`config.mk`:
```
export PLATFORM = sky130hd
export DESIGN_NAME = dll_lock_reset_sequencer
export DESIGN_NICKNAME = d
export VERILOG_FILES = /design/src/rtl/dll_lock_reset_sequencer_pkg.sv /design/src/rtl/dll_lock_reset_sequencer_sync_bit_n.sv /design/src/rtl/dll_lock_reset_sequencer.sv
export SDC_FILE = /design/constraint.sdc
export NUM_CORES = 1
export LEC_CHECK = 0
export BUFFER_PORTS_ARGS = -buffer_cell sky130_fd_sc_hd__buf_2
export CAP_MARGIN = 30
export CORE_UTILIZATION = 50
export DETAILED_ROUTE_END_ITERATION = 12
export HOLD_SLACK_MARGIN = 0.02
export PLACE_DENSITY_LB_ADDON = 0.08
export SETUP_SLACK_MARGIN = 0.3
export SLEW_MARGIN = 0
export SYNTH_ARGS = -nofsm -noshare
export SYNTH_HDL_FRONTEND = slang
export SYNTH_SLANG_ARGS = --single-unit
export TNS_END_PERCENT = 100
```
`constraint.sdc`:
```
create_clock -name clk -period 1.8 [get_ports clk]
set_input_delay 0.09 -clock clk [delete_from_list [all_inputs] [get_ports clk]]
set_output_delay 0.09 -clock clk [all_outputs]
set_load 0.02 [all_outputs]
```
`src/rtl/dll_lock_reset_sequencer_pkg.sv`:
```
// Shared definitions for the DLL lock / reset release sequencer:
// state encodings, default parameter values and constant helper functions.
package dll_lock_reset_sequencer_pkg;

  typedef enum logic [2:0] {
    ST_WAIT_LOCK = 3'd0,
    ST_STABLE    = 3'd1,
    ST_REL_CORE  = 3'd2,
    ST_RUN       = 3'd3,
    ST_LOST      = 3'd4
  } seq_state_e;

  localparam int DEF_SYNC_STAGES   = 2;
  localparam int DEF_HOLD_CYCLES   = 4096;
  localparam int DEF_STAGE_GAP     = 16;
  localparam int DEF_RETRY_HOLDOFF = 1024;
  localparam int DEF_CNT_W         = 8;

  function automatic int clog2(input int value);
    int result;
    result = 0;
    while ((32'sd1 <<< result) < value) begin
      result = result + 32'sd1;
    end
    return result;
  endfunction

  function automatic int max3(input int a, input int b, input int c);
    int m;
    m = a;
    if (b > m) begin
      m = b;
    end
    if (c > m) begin
      m = c;
    end
    return m;
  endfunction

endpackage

```
`src/rtl/dll_lock_reset_sequencer_sync_bit_n.sv`:
```
// Single-bit multi-flop synchronizer with a synchronous active-low reset.
// Used to bring each asynchronous DLL lock flag into the clk domain.
module sync_bit_n
  import dll_lock_reset_sequencer_pkg::*;
#(
  parameter int STAGES = DEF_SYNC_STAGES
) (
  input  logic clk,
  input  logic ares_L,
  input  logic d,
  output logic q
);

  logic [STAGES-1:0] chain_r;

  // Shift chain; d enters at bit 0 and the synchronized value leaves at the top.
  always_ff @(posedge clk) begin
    if (!ares_L) begin
      chain_r <= {STAGES{1'b0}};
    end else begin
      chain_r <= {chain_r[STAGES-2:0], d};
    end
  end

  assign q = chain_r[STAGES-1];

endmodule

```
`src/rtl/dll_lock_reset_sequencer.sv`:
```
// Releases core and peripheral resets after both DLLs show a sustained lock,
// and re-asserts them (with a counted event and a retry holdoff) on lock loss.
module dll_lock_reset_sequencer
  import dll_lock_reset_sequencer_pkg::*;
#(
  parameter int SYNC_STAGES   = DEF_SYNC_STAGES,
  parameter int HOLD_CYCLES   = DEF_HOLD_CYCLES,
  parameter int STAGE_GAP     = DEF_STAGE_GAP,
  parameter int RETRY_HOLDOFF = DEF_RETRY_HOLDOFF,
  parameter int CNT_W         = DEF_CNT_W
) (
  input  logic             clk,
  input  logic             ares_L,
  input  logic             dll0_locked_async,
  input  logic             dll1_locked_async,
  input  logic             lost_cnt_clr,
  output logic             sys_rst_L,
  output logic             periph_rst_L,
  output logic             clocks_good,
  output logic             lock_lost_pulse,
  output logic [CNT_W-1:0] lock_lost_count,
  output logic [2:0]       seq_state
);

  localparam int CW_RAW = clog2(max3(HOLD_CYCLES, STAGE_GAP, RETRY_HOLDOFF));
  localparam int CW     = (CW_RAW < 1) ? 1 : CW_RAW;

  localparam logic [CW-1:0]    CNT_ZERO     = {CW{1'b0}};
  localparam logic [CW-1:0]    CNT_ONE      = CW'(32'd1);
  localparam logic [CW-1:0]    HOLD_LAST    = CW'(HOLD_CYCLES - 32'sd1);
  localparam logic [CW-1:0]    GAP_LAST     = CW'(STAGE_GAP - 32'sd1);
  localparam logic [CW-1:0]    HOLDOFF_LAST = CW'(RETRY_HOLDOFF - 32'sd1);
  localparam logic [CNT_W-1:0] EVT_ZERO     = {CNT_W{1'b0}};
  localparam logic [CNT_W-1:0] EVT_ONE      = CNT_W'(32'd1);
  localparam logic [CNT_W-1:0] EVT_MAX      = {CNT_W{1'b1}};

  logic             dll0_sync_s;
  logic             dll1_sync_s;
  logic             locked_both_s;
  seq_state_e       state_r;
  seq_state_e       state_nxt_s;
  logic [CW-1:0]    cnt_r;
  logic [CW-1:0]    cnt_nxt_s;
  logic             loss_event_s;
  logic             sys_rst_nxt_s;
  logic             periph_rst_nxt_s;
  logic             clocks_good_nxt_s;
  logic [CNT_W-1:0] lost_cnt_nxt_s;

  sync_bit_n #(.STAGES(SYNC_STAGES)) u_sync_dll0 (
    .clk    (clk),
    .ares_L (ares_L),
    .d      (dll0_locked_async),
    .q      (dll0_sync_s)
  );

  sync_bit_n #(.STAGES(SYNC_STAGES)) u_sync_dll1 (
    .clk    (clk),
    .ares_L (ares_L),
    .d      (dll1_locked_async),
    .q      (dll1_sync_s)
  );

  assign locked_both_s = dll0_sync_s & dll1_sync_s;

  // Next-state and phase counter; every state leaves at terminal count so cnt never wraps.
  always_comb begin
    state_nxt_s  = state_r;
    cnt_nxt_s    = cnt_r;
    loss_event_s = 1'b0;
    case (state_r)
      ST_WAIT_LOCK: begin
        cnt_nxt_s = CNT_ZERO;
        if (locked_both_s) begin
          state_nxt_s = ST_STABLE;
        end else begin
          state_nxt_s = ST_WAIT_LOCK;
        end
      end
      ST_STABLE: begin
        // Dropping lock before resets are released is simply a restart.
        if (!locked_both_s) begin
          state_nxt_s = ST_WAIT_LOCK;
          cnt_nxt_s   = CNT_ZERO;
        end else if (cnt_r == HOLD_LAST) begin
          state_nxt_s = ST_REL_CORE;
          cnt_nxt_s   = CNT_ZERO;
        end else begin
          cnt_nxt_s   = cnt_r + CNT_ONE;
        end
      end
      ST_REL_CORE: begin
        if (!locked_both_s) begin
          state_nxt_s  = ST_LOST;
          cnt_nxt_s    = CNT_ZERO;
          loss_event_s = 1'b1;
        end else if (cnt_r == GAP_LAST) begin
          state_nxt_s  = ST_RUN;
          cnt_nxt_s    = CNT_ZERO;
        end else begin
          cnt_nxt_s    = cnt_r + CNT_ONE;
        end
      end
      ST_RUN: begin
        cnt_nxt_s = CNT_ZERO;
        if (!locked_both_s) begin
          state_nxt_s  = ST_LOST;
          loss_event_s = 1'b1;
        end else begin
          state_nxt_s  = ST_RUN;
        end
      end
      ST_LOST: begin
        if (cnt_r == HOLDOFF_LAST) begin
          state_nxt_s = ST_WAIT_LOCK;
          cnt_nxt_s   = CNT_ZERO;
        end else begin
          cnt_nxt_s   = cnt_r + CNT_ONE;
        end
      end
      default: begin
        state_nxt_s = ST_WAIT_LOCK;
        cnt_nxt_s   = CNT_ZERO;
      end
    endcase
  end

  // Output decode from the next state, plus the saturating loss counter.
  always_comb begin
    sys_rst_nxt_s     = (state_nxt_s == ST_REL_CORE) || (state_nxt_s == ST_RUN);
    periph_rst_nxt_s  = (state_nxt_s == ST_RUN);
    clocks_good_nxt_s = (state_nxt_s == ST_RUN);
    lost_cnt_nxt_s    = lock_lost_count;
    // A clear coinciding with a loss still records that loss.
    if (loss_event_s) begin
      if (lost_cnt_clr) begin
        lost_cnt_nxt_s = EVT_ONE;
      end else if (lock_lost_count == EVT_MAX) begin
        lost_cnt_nxt_s = EVT_MAX;
      end else begin
        lost_cnt_nxt_s = lock_lost_count + EVT_ONE;
      end
    end else if (lost_cnt_clr) begin
      lost_cnt_nxt_s = EVT_ZERO;
    end else begin
      lost_cnt_nxt_s = lock_lost_count;
    end
  end

  // State, counter and registered outputs all update on the same edge.
  always_ff @(posedge clk) begin
    if (!ares_L) begin
      state_r         <= ST_WAIT_LOCK;
      cnt_r           <= CNT_ZERO;
      sys_rst_L       <= 1'b0;
      periph_rst_L    <= 1'b0;
      clocks_good     <= 1'b0;
      lock_lost_pulse <= 1'b0;
      lock_lost_count <= EVT_ZERO;
    end else begin
      state_r         <= state_nxt_s;
      cnt_r           <= cnt_nxt_s;
      sys_rst_L       <= sys_rst_nxt_s;
      periph_rst_L    <= periph_rst_nxt_s;
      clocks_good     <= clocks_good_nxt_s;
      lock_lost_pulse <= loss_event_s;
      lock_lost_count <= lost_cnt_nxt_s;
    end
  end

  assign seq_state = state_r;

endmodule
```
==> results.sh, run 1 <==
export IMPL_period_share_pct=91.8
export IMPL_rr_worst_depth=5
export IMPL_setup_viol=0
export IMPL_max_freq_ghz=0.605
export IMPL_fp_dieH_um=54.6
export IMPL_synth_edf_count=0
export IMPL_grt_max_degree=13
export IMPL_synthToLayoutAreaGrowth_pct=22.6
export IMPL_dieArea_um2=2980
export IMPL_skew_ps=13.3
export IMPL_ys_seq_area_share_pct=43.4
export IMPL_maxSlewHeadroom_pct=76.5
export IMPL_clk_latency_ps=330
export IMPL_place_hpwl_um=1990
export IMPL_cts_root_buf="clkbuf_4"
export IMPL_fin_area_um2=1700
export IMPL_drt_first_iter_violations=25
export IMPL_drt_pass1_iterations=4
export IMPL_finalMaxSlewViolations=0
export IMPL_core_rowCount=18
export IMPL_cts_buffers=5
export IMPL_hold_end="lock_lost_count[0]$_SDFFE_PN0P_"
export IMPL_core_area_um2=2540
export IMPL_cts_tree="done"
export IMPL_finalHoldViolCount=0
export IMPL_cts_sinks=30
export IMPL_grt_use_total_pct=22.6
export IMPL_ir_worst_vdd_mv=0.731
export IMPL_p_per_area_nw_per_um2=648
export IMPL_multi_input_area_um2=774
export IMPL_yosys_area_top_type_share_pct=43.4
export IMPL_instances_no_fill=214
export IMPL_grt_overflow_total=0
export IMPL_setup_worst_path_class="reg2reg"
export IMPL_place_congestion=0.890
export IMPL_crit_chain="nand4_1 -> or3_4 -> o211ai_1 -> buf_4 -> a211oi_1"
export IMPL_syn_area_um2=1380
export IMPL_critical_path_max_fanout=6
export IMPL_r2r_end="cnt_r[5]$_SDFF_PN0_"
export IMPL_avgSynthCellArea_um2=9.10
export IMPL_cp_slowest_cell="or3_4"
export IMPL_final_nets=190
export IMPL_seqCellArea_um2=619
export IMPL_cpPeakStageDelay_ps=390
export IMPL_hold_class="in2reg"
export IMPL_yosys_warnings=0
export IMPL_drive_gt1_share_pct=31.0
export IMPL_die_w_um=54.6
export IMPL_pin_count=20
export IMPL_initial_core_util_pct=54.4
export IMPL_num_antenna_cells=0
export IMPL_vias=1236
export IMPL_final_util_pct=66.7
export IMPL_syn_num_nets=159
export IMPL_rsz0062_at_grt="yes"
export IMPL_worst_slew_pin_slew_ps=349
export IMPL_synth_cells=152
export IMPL_dp_cells=199
export IMPL_cp_start_kind="register"
export IMPL_endpoint_kind="register"
export IMPL_place_area_um2=1540
export IMPL_io_buffers=19
export IMPL_hold_start="lost_cnt_clr"
export IMPL_rr_startpoint="cnt_r[9]$_SDFF_PN0_"
export IMPL_synth_largest_area_cell="dfxtp_1"
export IMPL_whs_path_depth=2
export IMPL_r2r_slack_ps=150
export IMPL_clockBufferDepth=2
export IMPL_clk_pin_slew_ps=100
export IMPL_p_leak_nw=0.650
export IMPL_grt_pass1_wl_um=4690
export IMPL_grt_antenna_before_repair=0
export IMPL_ys_types=42
export IMPL_h_tree_depth=2
export IMPL_grt_pass1_vias=1049
export IMPL_power_mw=1.10
export IMPL_worstPathArrival_ps=1850
export IMPL_status="complete, no violations"
export IMPL_detail_route_antenna_nets=0
export IMPL_tns_ps=0
export IMPL_synth_flop_cell="dfxtp_1"
export IMPL_drcViolationCount=0
export IMPL_maxCapViolations=0
export IMPL_via_per_inst=5.78
export IMPL_period_needed_ps=1650
export IMPL_wl_per_cell_um=13.8
export IMPL_ys_top_cells_by_area="dfxtp_1 (43%), a211oi_1 (7.1%), xnor2_1 (3.8%)"
export IMPL_fillers=197
export IMPL_wl_um=2960
export IMPL_worstPathRequired_ps=2000
export IMPL_async_reset_ff_share_pct=0
export IMPL_synth_seq_cells=30
==> cell usage in the layout (no fill, tap or decap), types with 3 or more instances in the layout <==
cell	count
a211oi_1	13
a21oi_1	4
and2_1	5
and3_1	5
buf_2	19
buf_4	8
clkbuf_4	5
dfxtp_1	17
dfxtp_2	12
inv_1	5
nand2_1	12
nand3_1	6
nand4_1	4
nor2_1	10
nor2b_1	3
nor3_1	3
nor3b_1	3
xnor2_1	6
xor2_1	4
==> cells in the mapped netlist (3+ instances only) <==
cell type,number
and3_1,5
nor3b_1,3
and2_1,5
nor3_1,4
nor2b_1,3
nand4_1,4
xor2_1,4
inv_1,5
a21oi_1,4
nor2_1,10
dfxtp_1,30
clkbuf_1,3
xnor2_1,6
nand2_1,13
nand3_1,6
a211oi_1,13
==> layout make-up <==
cell class / instances / area share, %
Inverter: 5 / 1.11
Tap cell: 30 / 2.21
Sequential cell: 30 / 36.5
Clock buffer: 7 / 3.24
Multi-Input combinational cell: 111 / 45.6
Timing Repair Buffer: 30 / 11.0
Clock inverter: 1 / 0.295
==> sequential cells by signal, indices dropped and copies added, names as in the netlist <==
register and flops:
u_sync_dll1.chain_r 2, u_sync_dll0.chain_r 2, cnt_r 12, lock_lost_pulse 1
seq_state 3, lock_lost_count 8, clocks_good 1, sys_rst_L 1
==> per-stage QoR <==
step	hold WS [ps]	setup slack (ps)
finish	54.7	148
global placement	297	127
detailed placement	299	101
CTS	28.9	148
global route	52.8	70.6
floorplan	217	184
==> power breakdown <==
| group | internal [mW] | switching (mW) |
|---|---|---|
| Combinational | 0.00994 | 0.0103 |
| Clock | 0.189 | 0.224 |
| Sequential | 0.666 | 0.00101 |
==> critical path: cells and delay by family, from the launching register on <==
| kind | cells | cell delay [ps] |
|---|---|---|
| DFF | 1 | 380 |
| buffers and inverters | 1 | 210 |
| and+or+nand+nor | 2 | 600 |
| AOI/OAI and AO/OA | 2 | 340 |
==> cells by family after synthesis <==
family / count (synthesis) / share of synthesized area (%)
xor gates and xnor gates: 10 / 6.33
adders and majority gates: 2 / 1.81
buffers and inverters: 11 / 3.89
and+or+nand+nor: 68 / 27.6
muxes: 2 / 1.45
DFF: 30 / 43.4
AOI/OAI and AO/OA: 29 / 15.6
==> how the worst max path moves through the flow <==
| stage | startpoint | endpoint | slack (ps) | cells past startpoint |
|---|---|---|---|---|
| global placement | cnt_r[4]$_SDFF_PN0_ | cnt_r[9]$_SDFF_PN0_ | 130 | 5 |
| global route | cnt_r[5]$_SDFF_PN0_ | cnt_r[7]$_SDFF_PN0_ | 70 | 5 |
| finish | cnt_r[9]$_SDFF_PN0_ | cnt_r[5]$_SDFF_PN0_ | 150 | 5 |
| floorplan | cnt_r[11]$_SDFF_PN0_ | cnt_r[0]$_SDFF_PN0_ | 180 | 5 |
| CTS | cnt_r[11]$_SDFF_PN0_ | cnt_r[5]$_SDFF_PN0_ | 150 | 5 |
| detailed placement | cnt_r[4]$_SDFF_PN0_ | cnt_r[5]$_SDFF_PN0_ | 100 | 5 |
==> metal layers <==
| layer | vias up | share of wire [%] | GRT usage, % |
|---|---|---|---|
| met3 | 10 | 4.1 | 5.83 |
| met2 | 38 | 45 | 32.9 |
| met1 | 572 | 49 | 30.3 |
| li1 | 616 | - | - |
| met5 | - | 0 | 0 |
| met4 | 0 | 2.1 | 11.5 |
==> timing repair <==
item | 4_1_cts | 5_1_grt
hold endpoints to repair | 2 | 0
hold buffers | 2 | 0
endpoints found under the setup margin | 16 | 16
pin swaps | 3 | 3
gates resized for setup | 10 | 4
buffers inserted | 3 | 2
No activity file was read; power rests on OpenSTA's default activity.
==> run 2: changes to the inputs <==
Settings changed: ABC_AREA set to 1.
==> results.sh, run 2 <==
export IMPL_status="complete, no violations"
export IMPL_rsz0062_at_grt="yes"
export IMPL_worstPathArrival_ps=1620
export IMPL_cp_start_kind="register"
export IMPL_synthToLayoutAreaGrowth_pct=18.6
export IMPL_setup_worst_path_class="reg2reg"
export IMPL_hold_worst_slack_ps=86.3
export IMPL_hold_start="ares_L"
export IMPL_io_buffers=19
export IMPL_h_tree_depth=2
export IMPL_drcViolationCount=0
export IMPL_wl_um=3730
export IMPL_cts_buffers=5
export IMPL_seqCellArea_um2=622
export IMPL_drive_gt1_share_pct=25.3
export IMPL_period_needed_ps=1400
export IMPL_dp_cells=325
export IMPL_largest_register_ffs=12
export IMPL_clk_latency_ps=330
export IMPL_hold_end="u_sync_dll0.chain_r[1]$_SDFF_PN0_"
export IMPL_detail_route_antenna_nets=0
export IMPL_fillers=297
export IMPL_multi_input_area_um2=993
export IMPL_syn_num_nets=272
export IMPL_grt_pass1_wl_um=6390
export IMPL_yosys_area_top_type_share_pct=34.7
export IMPL_layout_commonest_cell="nand2_1"
export IMPL_grt_antenna_before_repair=0
export IMPL_pin_count=20
export IMPL_max_freq_ghz=0.717
export IMPL_place_area_um2=1870
export IMPL_drt_pass1_iterations=4
export IMPL_synth_largest_area_cell="dfxtp_1"
export IMPL_core_rowCount=20
export IMPL_maxCapViolations=0
export IMPL_core_area_um2=3180
export IMPL_p_int_mw=0.861
export IMPL_synth_flop_cell="dfxtp_1"
export IMPL_syn_area_um2=1730
export IMPL_seqPwrFrac_pct=59.1
export IMPL_tns_ps=0
export IMPL_largest_register="cnt_r"
export IMPL_worst_slew_pin_slew_ps=444
export IMPL_critical_path_max_fanout=5
export IMPL_hold_class="in2reg"
export IMPL_vias=1693
export IMPL_synth_most_common_cell="nand2_1"
export IMPL_power_mw=1.13
export IMPL_r2r_end="cnt_r[5]$_SDFF_PN0_"
export IMPL_dieArea_um2=3700
export IMPL_endpoint_kind="register"
export IMPL_combPwrFrac_pct=2.5
export IMPL_ys_types=27
export IMPL_finalMaxSlewViolations=0
export IMPL_place_congestion=0.825
export IMPL_die_w_um=60.8
export IMPL_ir_worst_vdd_mv=0.462
export IMPL_rr_worst_depth=8
export IMPL_final_cell_mix="nand2_1 (69), inv_1 (38), nor2_1 (22), nand3_1 (20), buf_2 (19)"
export IMPL_worstPathRequired_ps=2020
export IMPL_grt_overflow_total=0
export IMPL_grt_pass1_vias=1416
export IMPL_wl_per_cell_um=11.1
export IMPL_period_share_pct=77.5
export IMPL_fp_dieH_um=60.8
export IMPL_drt_first_iter_violations=110
export IMPL_setup_viol=0
export IMPL_p_per_area_nw_per_um2=549
export IMPL_async_reset_ff_share_pct=0
export IMPL_instances_no_fill=337
export IMPL_clock_power_share_pct=38.4
export IMPL_clockBufferDepth=2
export IMPL_final_nets=299
export IMPL_cts_root_buf="clkbuf_4"
export IMPL_place_hpwl_um=2660
export IMPL_grt_max_degree=14
export IMPL_synth_seq_cells=30
export IMPL_synth_cells=265
export IMPL_skew_ps=5.68
export IMPL_ys_seq_area_share_pct=34.7
export IMPL_cts_sinks=30
export IMPL_swShare_pct=23.5
export IMPL_place_ws_ps=233
export IMPL_synth_edf_count=0
export IMPL_r2r_slack_ps=400
export IMPL_finalHoldViolCount=0
export IMPL_cts_tree="done"
export IMPL_yosys_warnings=0
export IMPL_rr_startpoint="cnt_r[1]$_SDFF_PN0_"
export IMPL_via_per_inst=5.02
export IMPL_setup_slack_ps=404
export IMPL_initial_core_util_pct=54.4
export IMPL_fin_area_um2=2050
export IMPL_whs_path_depth=3
export IMPL_avgSynthCellArea_um2=6.53
export IMPL_clk_pin_slew_ps=100
export IMPL_switchingPower_mw=0.265
export IMPL_maxSlewHeadroom_pct=70.4
export IMPL_final_util_pct=64.5
export IMPL_ys_top_cells_by_area="dfxtp_1 (35%), nand2_1 (15%), inv_1 (8.2%)"
export IMPL_num_antenna_cells=0
export IMPL_p_leak_nw=0.963
export IMPL_ys_top_cells_by_count="nand2_1 (70), inv_1 (38), dfxtp_1 (30)"
export IMPL_grt_use_total_pct=23.6
## run 2: area by class of cell
cell class	count	share of cell area [%]
Clock buffer	6	2.50
Clock inverter	2	0.610
Inverter	47	8.72
Timing Repair Buffer	24	6.71
Multi-Input combinational cell	184	48.4
Tap cell	44	2.68
Sequential cell	30	30.3
## run 2: cells by family (layout without fill, tap and decap cells)
group / count (synthesis) / in the layout / share of synthesized area, %
buffers and inverters: 51 / 79 / 11.4
DFF: 30 / 30 / 34.7
and+or+nand+nor: 152 / 152 / 42.2
AOI/OAI and AO/OA: 27 / 27 / 8.76
xor gates and xnor gates: 3 / 3 / 1.52
adders and majority gates: 2 / 2 / 1.45
## run 2: how the worst max path moves through the flow
stage | start | end | cells past startpoint
global route | lock_lost_count[0]$_SDFFE_PN0P_ | lock_lost_count[0]$_SDFFE_PN0P_ | 7
detailed placement | cnt_r[0]$_SDFF_PN0_ | cnt_r[5]$_SDFF_PN0_ | 8
floorplan | lock_lost_count[0]$_SDFFE_PN0P_ | lock_lost_count[2]$_SDFFE_PN0P_ | 7
CTS | cnt_r[0]$_SDFF_PN0_ | cnt_r[5]$_SDFF_PN0_ | 10
global placement | cnt_r[0]$_SDFF_PN0_ | cnt_r[11]$_SDFF_PN0_ | 8
finish | cnt_r[1]$_SDFF_PN0_ | cnt_r[5]$_SDFF_PN0_ | 8
## run 2: per-layer routing
layer  up-vias  share of wire (%)  global-route usage, %
met2        29                 47                   38.5
met5         -                  0                      0
li1        900                  -                      -
met3         5                3.7                   5.76
met1       759                 48                   30.9
met4         0                1.3                   6.82
## run 2: power groups by stage
stage,Clock (mW),Combinational [mW],Sequential (mW)
global route,0.480,0.0306,0.666
global placement,0,0.0242,0.684
finish,0.433,0.0277,0.665
detailed placement,0,0.0243,0.684
CTS,0.443,0.0277,0.669
floorplan,0,0.0139,0.684
## run 2: critical path, cell delays in order, from the launching register on
cell	delay, ps
dfxtp_2	370
ha_4	170
nand3_4	120
inv_4	120
nand4_4	130
nand3_2	120
nand2_1	70
nand2_2	130
nor2_1	70
## run 2: what timing repair did
item                                    CTS  global route
endpoints found under the hold margin     2             0
resized for setup                         4            24
pin swaps                                 1             4
endpoints found under the setup margin    5            19
hold buffers                              2             0
setup buffers                             0             2
